## src/rtl/mux_gate_classifier.sv

```systemverilog
// Drives a 2-input gate-under-test through every {a,b} vector, rebuilds its
// truth table over one or more passes and names the gate it found.
module mux_gate_classifier #(
  parameter int SETTLE = 2,
  parameter int PASSES = 2
) (
  input  logic       clk,
  input  logic       rst_n,
  input  logic       start,
  output logic       busy,
  output logic       done,
  output logic       drv_a,
  output logic       drv_b,
  input  logic       resp,
  output logic [3:0] truth,
  output logic [2:0] gate_id,
  output logic       unstable
);

  localparam int CW = (SETTLE > 1) ? $clog2(SETTLE) : 1;
  localparam int PW = (PASSES > 1) ? $clog2(PASSES) : 1;
  localparam logic [CW-1:0] CNT_LAST  = CW'(SETTLE - 1);
  localparam logic [PW-1:0] PASS_LAST = PW'(PASSES - 1);

  typedef enum logic [1:0] {S_IDLE, S_RUN, S_DONE} state_t;

  state_t        state_q, state_d;
  logic [1:0]    idx_q, idx_d;
  logic [CW-1:0] cnt_q, cnt_d;
  logic [PW-1:0] pass_q, pass_d;
  logic          busy_q, busy_d;
  logic          done_q, done_d;
  logic          drv_a_q, drv_a_d;
  logic          drv_b_q, drv_b_d;
  logic [3:0]    truth_q, truth_d;
  logic [2:0]    gate_id_q, gate_id_d;
  logic          unstable_q, unstable_d;

  function automatic logic [2:0] decode(input logic [3:0] tt);
    case (tt)
      4'b1000: decode = 3'd1;
      4'b1110: decode = 3'd2;
      4'b0111: decode = 3'd3;
      4'b0001: decode = 3'd4;
      4'b0110: decode = 3'd5;
      4'b1001: decode = 3'd6;
      4'b0011: decode = 3'd7;
      default: decode = 3'd0;
    endcase
  endfunction

  always_comb begin
    state_d    = state_q;
    idx_d      = idx_q;
    cnt_d      = cnt_q;
    pass_d     = pass_q;
    busy_d     = busy_q;
    done_d     = 1'b0;
    drv_a_d    = drv_a_q;
    drv_b_d    = drv_b_q;
    truth_d    = truth_q;
    gate_id_d  = gate_id_q;
    unstable_d = unstable_q;
    case (state_q)
      // The done cycle behaves as idle so back-to-back runs need no gap.
      S_IDLE, S_DONE: begin
        state_d = S_IDLE;
        if (start) begin
          state_d    = S_RUN;
          busy_d     = 1'b1;
          idx_d      = 2'd0;
          cnt_d      = '0;
          pass_d     = '0;
          drv_a_d    = 1'b0;
          drv_b_d    = 1'b0;
          truth_d    = 4'b0000;
          gate_id_d  = 3'd0;
          unstable_d = 1'b0;
        end
      end
      S_RUN: begin
        if (cnt_q == CNT_LAST) begin
          cnt_d = '0;
          idx_d = idx_q + 2'd1;
          if (pass_q == '0) begin
            truth_d[idx_q] = resp;
          end else if (resp != truth_q[idx_q]) begin
            unstable_d = 1'b1;
          end
          {drv_a_d, drv_b_d} = idx_d;
          if (idx_q == 2'd3) begin
            pass_d = pass_q + 1'b1;
            if (pass_q == PASS_LAST) begin
              state_d   = S_DONE;
              busy_d    = 1'b0;
              done_d    = 1'b1;
              drv_a_d   = 1'b0;
              drv_b_d   = 1'b0;
              pass_d    = '0;
              // Decode from the just-updated table so the final sample counts.
              gate_id_d = unstable_d ? 3'd0 : decode(truth_d);
            end
          end
        end else begin
          cnt_d = cnt_q + 1'b1;
        end
      end
      default: state_d = S_IDLE;
    endcase
  end

  always_ff @(posedge clk or negedge rst_n) begin
    if (!rst_n) begin
      state_q    <= S_IDLE;
      idx_q      <= 2'd0;
      cnt_q      <= '0;
      pass_q     <= '0;
      busy_q     <= 1'b0;
      done_q     <= 1'b0;
      drv_a_q    <= 1'b0;
      drv_b_q    <= 1'b0;
      truth_q    <= 4'b0000;
      gate_id_q  <= 3'd0;
      unstable_q <= 1'b0;
    end else begin
      state_q    <= state_d;
      idx_q      <= idx_d;
      cnt_q      <= cnt_d;
      pass_q     <= pass_d;
      busy_q     <= busy_d;
      done_q     <= done_d;
      drv_a_q    <= drv_a_d;
      drv_b_q    <= drv_b_d;
      truth_q    <= truth_d;
      gate_id_q  <= gate_id_d;
      unstable_q <= unstable_d;
    end
  end

  assign busy     = busy_q;
  assign done     = done_q;
  assign drv_a    = drv_a_q;
  assign drv_b    = drv_b_q;
  assign truth    = truth_q;
  assign gate_id  = gate_id_q;
  assign unstable = unstable_q;

endmodule

```

## config.mk

```make
export PLATFORM = sky130hd
export DESIGN_NAME = mux_gate_classifier
export DESIGN_NICKNAME = d
export VERILOG_FILES = /design/src/rtl/mux_gate_classifier.sv
export SDC_FILE = /design/constraint.sdc
export NUM_CORES = 1
export LEC_CHECK = 0
export CAP_MARGIN = 20
export CORE_ASPECT_RATIO = 1.2
export CORE_MARGIN = 8
export CORE_UTILIZATION = 45
export DETAILED_ROUTE_END_ITERATION = 7
export GPL_TIMING_DRIVEN = 0
export PLACE_DENSITY_LB_ADDON = 0.12
export SLEW_MARGIN = 30
export SYNTH_ARGS = -nofsm -noshare
export SYNTH_HDL_FRONTEND = slang
export SYNTH_SLANG_ARGS = --single-unit
```

## constraint.sdc

```tcl
create_clock -name clk -period 2.1 [get_ports clk]
set_clock_uncertainty 0.05 [all_clocks]
set_input_delay 0.42 -clock clk [delete_from_list [all_inputs] [get_ports clk]]
set_output_delay 0.42 -clock clk [all_outputs]
set_load 0.02 [all_outputs]
```

==> run summary <==
Initial Util: 46.1%
placed instance area: 1090 um^2
antenna-violating nets left: 0
FMAX: 492 MHz
synthesized area per cell: 10.1 um^2
Post-DP HPWL: 1.35 mm
fin crit share: 96.9%
Overflow after GRT: 0
clk sink count: 17
Reg power frac: 34.7%
WL per Instance: 13.3 um
CP Buf/Inv Count: 0
Ports: 16
initial antenna violation count: 0
status: complete, no violations
most frequent cell after synthesis: dfrtp_1
CTS resizes: 0
CP max-delay cell: mux4_2
crit-path cells: mux4_2 > xor2_1 > and2_4 > or3_4 > o31ai_2
clk buf depth: 2
Root Buffer: clkbuf_4
Post-Syn Nets: 99
main combinational cell family by area after synthesis: simple AND/OR/NAND/NOR gates
CP peak stage delay: 0.54 ns
P&R area growth vs syn: 25.7%
Max transition margin: 49.9%
pwr dens: 1370 nW/um^2
Max Cap Viol: 0
Adder-Cell Fraction of Synth Area: 5.47%
share of cells above drive strength 1: 12.7%
Crit path max-delay family: multiplexers
Logic pwr share: 54.0%
Worst setup EP type: flip-flop
largest net degree at the start of global routing: 18
Die Y: 65.4 um
Max FO, Critical Path: 6
P_sw: 0.647 mW
Yosys cell types: 30
first drt pass iteration count: 2
die area: 3740 um^2
Power Total: 1.57 mW
fin crit period: 2.03 ns
Post-CTS Hold Buffers: 0
fin nets: 119
Arrival @ worst endpoint: 2.20 ns
Worst-path clk slew: 0.10 ns
Post-Synth XOR/XNOR Area: 1.92%
Clock Power Share: 11.2%
CTS tree: done
Post-synth EDFFs: 0
Seq cells post-synth: 17
Syn. warnings: 0
Clk Latency, worst-skew pair: 0.29 ns
mux contribution to synthesized area: 6.84%
leakage power: 0.507 nW
core box area: 1980 um^2
compound-gate portion of the synthesized area: 10.9%
commonest cells in the netlist: dfrtp_1, nand2_1, nand3_1, o21ai_0, nand2b_1
Top FF cell, synth: dfrtp_1
Fin Setup TNS: 0 ns
fraction of registers with async set/reset: 100%
Port Buf Inserts: 15
row count: 18
critical path required time: 2.26 ns
final setup fails: 0
# diodes: 0
fin area: 1150 um^2
top cells by area, synth: dfrtp_1, ha_1, nand3_1
register area share after synthesis: 46.5%
Yosys top cell by area: dfrtp_1
placer congestion estimate: 0.757
GRT Overall Usage: 10.2%
first-pass GRT wire length: 3.02 mm
top cell type's share of synthesized area: 46.5%
Setup Fix Bufs, Post-CTS: 0
Worst Path Class, Setup: reg -> reg
initial drt markers: 10
worst hold path class: reg -> reg
Slew @ Worst Pin: 0.748 ns
RSZ-0062 raised after global routing: no
startpoint types: flip-flop
final hold vios: 0
Inserted Clock Buffers: 3
number of H-tree levels: 1
internal power: 0.923 mW
area share of and/or/nand/nor cells after synthesis: 25.4%
Routed WL: 1.72 mm
DRC viols: 0
sw frac: 41.2%
vias: 688
Cell Area, Synth: 915 um^2
worst vdd ir: 0.833 mV
end-of-flow core utilization: 58.0%
number of global-route vias before repair: 703
DR vias/cell: 5.29
Die Wd: 57.2 um
fin. max-slew vios: 0
Syn Inst Count: 91
==> tightest hold or removal path: stages (launching register included) <==
cell	delay, ns
dfrtp_1	0.36
nand2_1	0.05
nand2_1	0.05
==> logic make-up after synthesis <==
logic type / after synthesis
AO/OA/AOI/OAI: 15
multiplexers: 5
buffers and inverters: 7
XOR/XNOR: 2
AND/OR/NAND/NOR: 41
adder cells (fa/ha/maj): 4
flip-flops: 17
==> area by class of cell <==
class,instances,area [um^2]
plain buffers,3,11.3
clock buffers,3,22.5
clock inverters,1,7.51
fillers,177,832
inverters,4,15.0
multi-input cells,67,492
flip-flops and latches,17,427
well taps,20,25.0
repair buffers,15,150
==> path summary, 6_finish.rpt <==
kind	from	endpoint	slack, ns	cells past startpoint
max	idx_q[1]	gate_id[2]	0.07	5
max reg2reg	idx_q[1]	gate_id[2]	0.07	5
min in group asynchronous	rst_n	done	0.51	1
min reg2reg	busy	busy	0.44	2
min	busy	busy	0.44	2
max in group asynchronous	rst_n	idx_q[0]	0.97	1
==> power by group through the flow <==
stage / registers, mW / logic [mW] / clock network [mW]
global route: 0.564 / 0.943 / 0.201
finish: 0.545 / 0.848 / 0.177
CTS: 0.537 / 0.817 / 0.190
global placement: 0.536 / 0.803 / 0
detailed placement: 0.543 / 0.815 / 0
floorplan: 0.609 / 0.479 / 0
==> metrics by stage <==
stage          setup WS [ns]  hold slack (ns)  instances
2_1_floorplan         0.0545           0.0744         91
3_3_place_gp          0.0784            0.411        126
3_5_place_dp         -0.0194            0.422        126
4_1_cts              0.00978            0.444        130
5_1_grt             0.000777            0.466        130
6_report              0.0660            0.439        130
==> placed cells by master (no fill, tap or decap), types with 2 or more instances in the layout <==
cell and n:
nand2b_1 7, nand3b_1 2, dfrtp_1 16, ha_1 4
o21ai_0 8, inv_1 4, nand3_1 9, nand2_1 11
clkdlybuf4s50_1 15, clkbuf_1 3, clkbuf_4 3, nor2_1 3
mux2i_4 2
==> sequential cells by signal (all words and copies together), names as in the netlist <==
| register | flops |
|---|---|
| gate_id | 3 |
| pass_q | 1 |
| busy | 1 |
| state_q | 2 |
| cnt_q | 1 |
| truth | 4 |
| done | 1 |
| drv_b | 1 |
| idx_q | 2 |
| unstable | 1 |
==> routing by layer <==
layer  up-vias  track usage (%)  part of all wire (%)
met5         -                0                     0
met4         0             6.18                   2.4
met3         5             2.31                   4.1
met2        13             16.8                    49
met1       314             11.6                    45
li1        356                -                     -
No activity file was read; power rests on OpenSTA's default activity.
